$ cat src/rtl/alu_pkg.sv
// Shared definitions for the ALU logic-result selection path: slot indices,
// select-width derivation and the registered payload layout.
package alu_pkg;

   localparam int unsigned OP_AND = 0;
   localparam int unsigned OP_OR  = 1;
   localparam int unsigned OP_XOR = 2;
   localparam int unsigned OP_NOR = 3;

   // A single-input-pair selector still needs one select bit.
   function automatic int unsigned sel_width(input int unsigned num_in);
      return (num_in <= 2) ? 1 : $clog2(num_in);
   endfunction

   // Payload packed MSB->LSB as {data, zero, err, sel}.
   function automatic int unsigned pay_width(input int unsigned width, input int unsigned sel_w);
      return width + 2 + sel_w;
   endfunction

endpackage

$ cat src/rtl/skid_buffer.sv
// Two-entry valid/ready skid buffer: main register M drives the outputs and
// skid register S absorbs one beat so in_ready never depends on out_ready.
module skid_buffer #(
   parameter int unsigned W = 8
) (
   input  logic         clk,
   input  logic         rst_n,
   input  logic [W-1:0] in_pay,
   input  logic         in_valid,
   output logic         in_ready,
   output logic [W-1:0] out_pay,
   output logic         out_valid,
   input  logic         out_ready
);

   typedef enum logic [1:0] {EMPTY, ONE, FULL} state_t;

   state_t       st;
   logic [W-1:0] m_pay;
   logic [W-1:0] s_pay;
   logic         acc;
   logic         drn;

   assign out_valid = (st != EMPTY);
   assign out_pay   = m_pay;
   assign in_ready  = rst_n & (st != FULL);
   assign acc       = in_valid & in_ready;
   assign drn       = out_valid & out_ready;

   always_ff @(posedge clk) begin
      if (!rst_n) begin
         st    <= EMPTY;
         m_pay <= '0;
         s_pay <= '0;
      end else begin
         case (st)
            EMPTY: begin
               if (acc) begin
                  m_pay <= in_pay;
                  st    <= ONE;
               end
            end
            ONE: begin
               if (acc && drn) begin
                  m_pay <= in_pay;
               end else if (acc) begin
                  s_pay <= in_pay;
                  st    <= FULL;
               end else if (drn) begin
                  st <= EMPTY;
               end
            end
            FULL: begin
               if (drn) begin
                  m_pay <= s_pay;
                  st    <= ONE;
               end
            end
            default: st <= EMPTY;
         endcase
      end
   end

endmodule

$ cat src/rtl/alu_result_select_pipe.sv
// Pipelined ALU logic-result selector: picks one of NUM_IN candidates, flags
// zero/out-of-range, and registers the beat behind a skid buffer.
module alu_result_select_pipe
   import alu_pkg::*;
#(
   parameter  int unsigned WIDTH  = 32,
   parameter  int unsigned NUM_IN = 4,
   localparam int unsigned SEL_W  = sel_width(NUM_IN)
) (
   input  logic                    clk,
   input  logic                    rst_n,
   input  logic [NUM_IN*WIDTH-1:0] in_data,
   input  logic [SEL_W-1:0]        in_sel,
   input  logic                    in_valid,
   output logic                    in_ready,
   output logic [WIDTH-1:0]        out_data,
   output logic                    out_zero,
   output logic                    out_err,
   output logic [SEL_W-1:0]        out_sel,
   output logic                    out_valid,
   input  logic                    out_ready
);

   localparam int unsigned PW = pay_width(WIDTH, SEL_W);

   logic [WIDTH-1:0] sel_data;
   logic             sel_err;
   logic [PW-1:0]    in_pay;
   logic [PW-1:0]    out_pay;

   // err starts set and is cleared only by a matching slot, so unmatched
   // select codes (NUM_IN not a power of two) yield data 0 with err=1.
   always_comb begin
      sel_data = '0;
      sel_err  = 1'b1;
      for (int unsigned k = 0; k < NUM_IN; k++) begin
         if (in_sel == SEL_W'(k)) begin
            sel_data = in_data[k*WIDTH +: WIDTH];
            sel_err  = 1'b0;
         end
      end
   end

   assign in_pay = {sel_data, ~|sel_data, sel_err, in_sel};

   skid_buffer #(
      .W(PW)
   ) u_skid (
      .clk       (clk),
      .rst_n     (rst_n),
      .in_pay    (in_pay),
      .in_valid  (in_valid),
      .in_ready  (in_ready),
      .out_pay   (out_pay),
      .out_valid (out_valid),
      .out_ready (out_ready)
   );

   assign {out_data, out_zero, out_err, out_sel} = out_pay;

endmodule

$ cat config.mk
export PLATFORM = sky130hd
export DESIGN_NAME = alu_result_select_pipe
export DESIGN_NICKNAME = d
export VERILOG_FILES = /design/src/rtl/alu_pkg.sv /design/src/rtl/skid_buffer.sv /design/src/rtl/alu_result_select_pipe.sv
export SDC_FILE = /design/constraint.sdc
export NUM_CORES = 1
export LEC_CHECK = 0
export ABC_CLOCK_PERIOD_IN_PS = 3200
export CORE_MARGIN = 2
export CORE_UTILIZATION = 42
export CTS_CLUSTER_SIZE = 25
export DETAILED_ROUTE_END_ITERATION = 8
export PLACE_DENSITY = 0.9
export SLEW_MARGIN = 30
export SYNTH_ARGS = -nofsm -noshare
export SYNTH_HDL_FRONTEND = slang
export SYNTH_SLANG_ARGS = --single-unit
$ cat constraint.sdc
create_clock -name clk -period 3.2 [get_ports clk]
set_clock_uncertainty 0.15 [all_clocks]
set_input_delay 0.64 -clock clk [delete_from_list [all_inputs] [get_ports clk]]
set_output_delay 0.64 -clock clk [all_outputs]
set_load 0.03 [all_outputs]
==> summary.md <==
| Metric | Value |
|---|---|
| Outcome | `complete, no violations` |
| Final GP Congestion | `between 0.8 and 0.9` |
| Hold buffer count at CTS | `0` |
| Vias in the first global route | `roughly 3.7k` |
| Leak | `approximately 2 nW` |
| EDFF count, synth | `0` |
| Clock buffer depth | `2` |
| R2R Setup Slk | `roughly 1500 ps` |
| Detailed Route WL | `approximately 12 mm` |
| Max Cap Viol | `0` |
| Top_reg_cell synth | `dfxtp_1` |
| Core region area | `about 0.0088 mm²` |
| Routed vias | `3851` |
| Fin crit share | `85.9%` |
| Total Die Area | `a little under 0.01 mm²` |
| Sequential share of power | `45.3%` |
| Final min period | `~2700 ps` |
| Grt total ovfl | `0` |
| Initial DRC Count | `about 210` |
| Switching portion of total power | `27.8%` |
| Hold crit path type | `flip-flop to flip-flop` |
| Seq/Total Area, Yosys | `38.6%` |
| Slew HR | `roughly 50%` |
| Ant diodes | `0` |
| WHS | `slightly above 300 ps` |
| Crit path DAT | `1960 ps` |
| Fin. max-slew vios | `0` |
| ANT nets after route | `0` |
| Dpl hpwl | `between 8 and 9 mm` |
| Net count after synthesis | `~560` |
| Overall Global Routing Usage | `between 20% and 30%` |
| Worst Path Max Fanout | `2` |
| Cells after Synth | `423` |
| Root Buffer | `clkbuf_8` |
| Initial antenna violation count | `0` |
| Seq cells post-synth | `74` |
| DRT Pass-1 Iters | `5` |
| Pwr dens | `between 300 and 400 mW/mm²` |
| # IOs | `172` |
| Number of cell rows | `34` |
| Port bufs | `about 170` |
| CTS Sinks | `74` |
| Unrepaired setup endpoints after global routing | `no` |
| CP Class | `primary input to primary output` |
| Maximum VDD drop | `~220 µV` |
| WL per Instance | `between 15 and 20 µm` |
| Total CTS buffers | `9` |
| Clock-pin slew on the worst setup and hold paths | `roughly 70 ps` |
| Count of cell types in the netlist | `33` |
| F_max | `364 MHz` |
| Yosys warnings | `0` |
| Synth Cell Area | `between 0.003 and 0.004 mm²` |
| CTS H-tree depth | `3` |
| Fraction of layout cells with a size suffix above 1 | `under 10%` |
| Critical Path Source Type | `primary input` |
| Synthesis-to-layout area growth | `49.1%` |
| Initial core utilization | `between 40% and 50%` |
| Ys async rst share | `0%` |
| Filler instances | `between 700 and 800` |
| Die Span X | `99.6 µm` |
| # Post-CTS Setup Buffers | `0` |
| Drc violations | `0` |
| Clk_lat worst skew | `330 ps` |
| Average size of a mapped cell | `between 9 and 10 µm²` |
| Combinational power share | `between 20 and 30%` |
| Die Y | `approximately 100 µm` |
| Via density | `around 5.6` |
| Final nets | `711` |
| Count of final hold-check violations | `0` |
| Setup Total Neg Slack | `0 ps` |
| Endpoints failing setup | `0` |
| Post-cts gate resize count | `0` |
| Worst slew pin tran | `747 ps` |
| Net switching power | `just over 0.6 mW` |
| CTS tree | `done` |
| Largest net degree at the start of global routing | `72` |
| Global-route wire length before repair | `approximately 18 mm` |
| Clock network power share | `a little over a quarter` |
| P_int | `roughly 1.6 mW` |
| WP data required | `roughly 2400 ps` |
| Crit path capture type | `primary output` |
-- cell usage in the layout, fill, tap and decap left out, types with 2 or more instances in the layout --
cell type	n
clkdlybuf4s50_1	170
nand2_1	136
dfxtp_1	74
nor2_1	40
a21oi_1	39
a311oi_1	34
mux4_2	25
clkbuf_8	10
mux4_1	7
buf_4	6
nor4_1	5
nand3_1	3
nor4_2	3
buf_12	3
nor2b_2	2
nand3b_1	2
nand2b_1	2
nand4_1	2
nor3_1	2
-- Yosys cell counts, types with 2 or more instances --
| cell type | instances | area [µm²] |
|---|---|---|
| clkbuf_1 | 26 | 97.6 |
| nand3b_1 | 2 | 15.0 |
| nor4_2 | 3 | 37.5 |
| buf_6 | 2 | 22.5 |
| nor4_1 | 5 | 31.3 |
| a311oi_1 | 34 | 298 |
| mux4_2 | 25 | 563 |
| nand2b_1 | 2 | 12.5 |
| nor3_1 | 2 | 10.0 |
| buf_12 | 2 | 40.0 |
| nand3_1 | 3 | 15.0 |
| dfxtp_1 | 74 | 1480 |
| mux4_1 | 7 | 184 |
| nand4_1 | 2 | 12.5 |
| buf_1 | 2 | 7.51 |
| a21oi_1 | 39 | 195 |
| nand2_1 | 136 | 510 |
| buf_2 | 2 | 10.0 |
| nor2_1 | 41 | 154 |
-- worst paths after layout --
check | from | endpoint | cells after the start
worst max-delay path | rst_n | in_ready | 4
worst min-delay path | u_skid.s_pay[1]$_SDFFE_PN0P_ | u_skid.s_pay[1]$_SDFFE_PN0P_ | 2
worst max register to register | u_skid.st[1]$_SDFFE_PN0P_ | u_skid.out_pay[4]$_SDFFE_PN0P_ | 5
worst min register to register | u_skid.s_pay[1]$_SDFFE_PN0P_ | u_skid.s_pay[1]$_SDFFE_PN0P_ | 2
-- layout make-up --
cell class	instances	area [µm²]	area share, %
Clock inverter	1	5.00	0.0874
Timing Repair Buffer	180	1810	31.7
Inverter	1	3.75	0.0656
Tap cell	108	135	2.36
Sequential cell	74	1480	25.9
Clock buffer	11	141	2.47
Multi-Input combinational cell	311	2150	37.5
-- registers in the layout (all words and copies together) (netlist names) --
register and flops:
u_skid.s_pay 36, u_skid.out_pay 36, u_skid.st 2
-- per-layer routing --
layer	vias up	global-route usage (%)	wire, µm
li1	1827	-	-
met3	25	4.57	801
met1	1823	28.2	4450
met2	176	41.5	6070
met5	-	0	0
met4	0	9.91	337
-- per-stage QoR --
| step | cell area [µm²] | instances | power (mW) | utilization (%) | setup slack [ps] |
|---|---|---|---|---|---|
| finish | 5720 | 686 | 2.19 | 65.0 | 453 |
| global route | 5720 | 686 | 2.29 | 65.0 | 431 |
| CTS | 5720 | 686 | 2.20 | 65.0 | 446 |
| detailed placement | 5580 | 674 | 1.62 | 63.3 | 330 |
| global placement | 5580 | 674 | 1.61 | 63.3 | 356 |
| floorplan | 3840 | 423 | 1.33 | - | 882 |
-- critical path, stage by stage --
cell and delay (ps):
clkdlybuf4s50_1 490, inv_2 40, nor2_1 100, clkdlybuf4s50_1 680
-- cell families (layout without fill, tap and decap cells) --
| kind of cell | count (synthesis) | in the layout | synth area share [%] |
|---|---|---|---|
| buffers and inverters | 38 | 193 | 5.96 |
| AND/OR/NAND/NOR | 202 | 202 | 22.3 |
| flip-flops | 74 | 74 | 38.6 |
| AO/OA/AOI/OAI | 77 | 77 | 13.7 |
| multiplexers | 32 | 32 | 19.5 |
-- power by group through the flow --
stage | sequential, mW | combinational (mW) | clock (mW)
2_1_floorplan | 1.08 | 0.248 | 0
3_5_place_dp | 1.01 | 0.609 | 0
3_3_place_gp | 1.01 | 0.595 | 0
5_1_grt | 0.998 | 0.649 | 0.641
4_1_cts | 0.992 | 0.612 | 0.600
6_report | 0.992 | 0.609 | 0.589
Power figures use the tool's default switching activity.
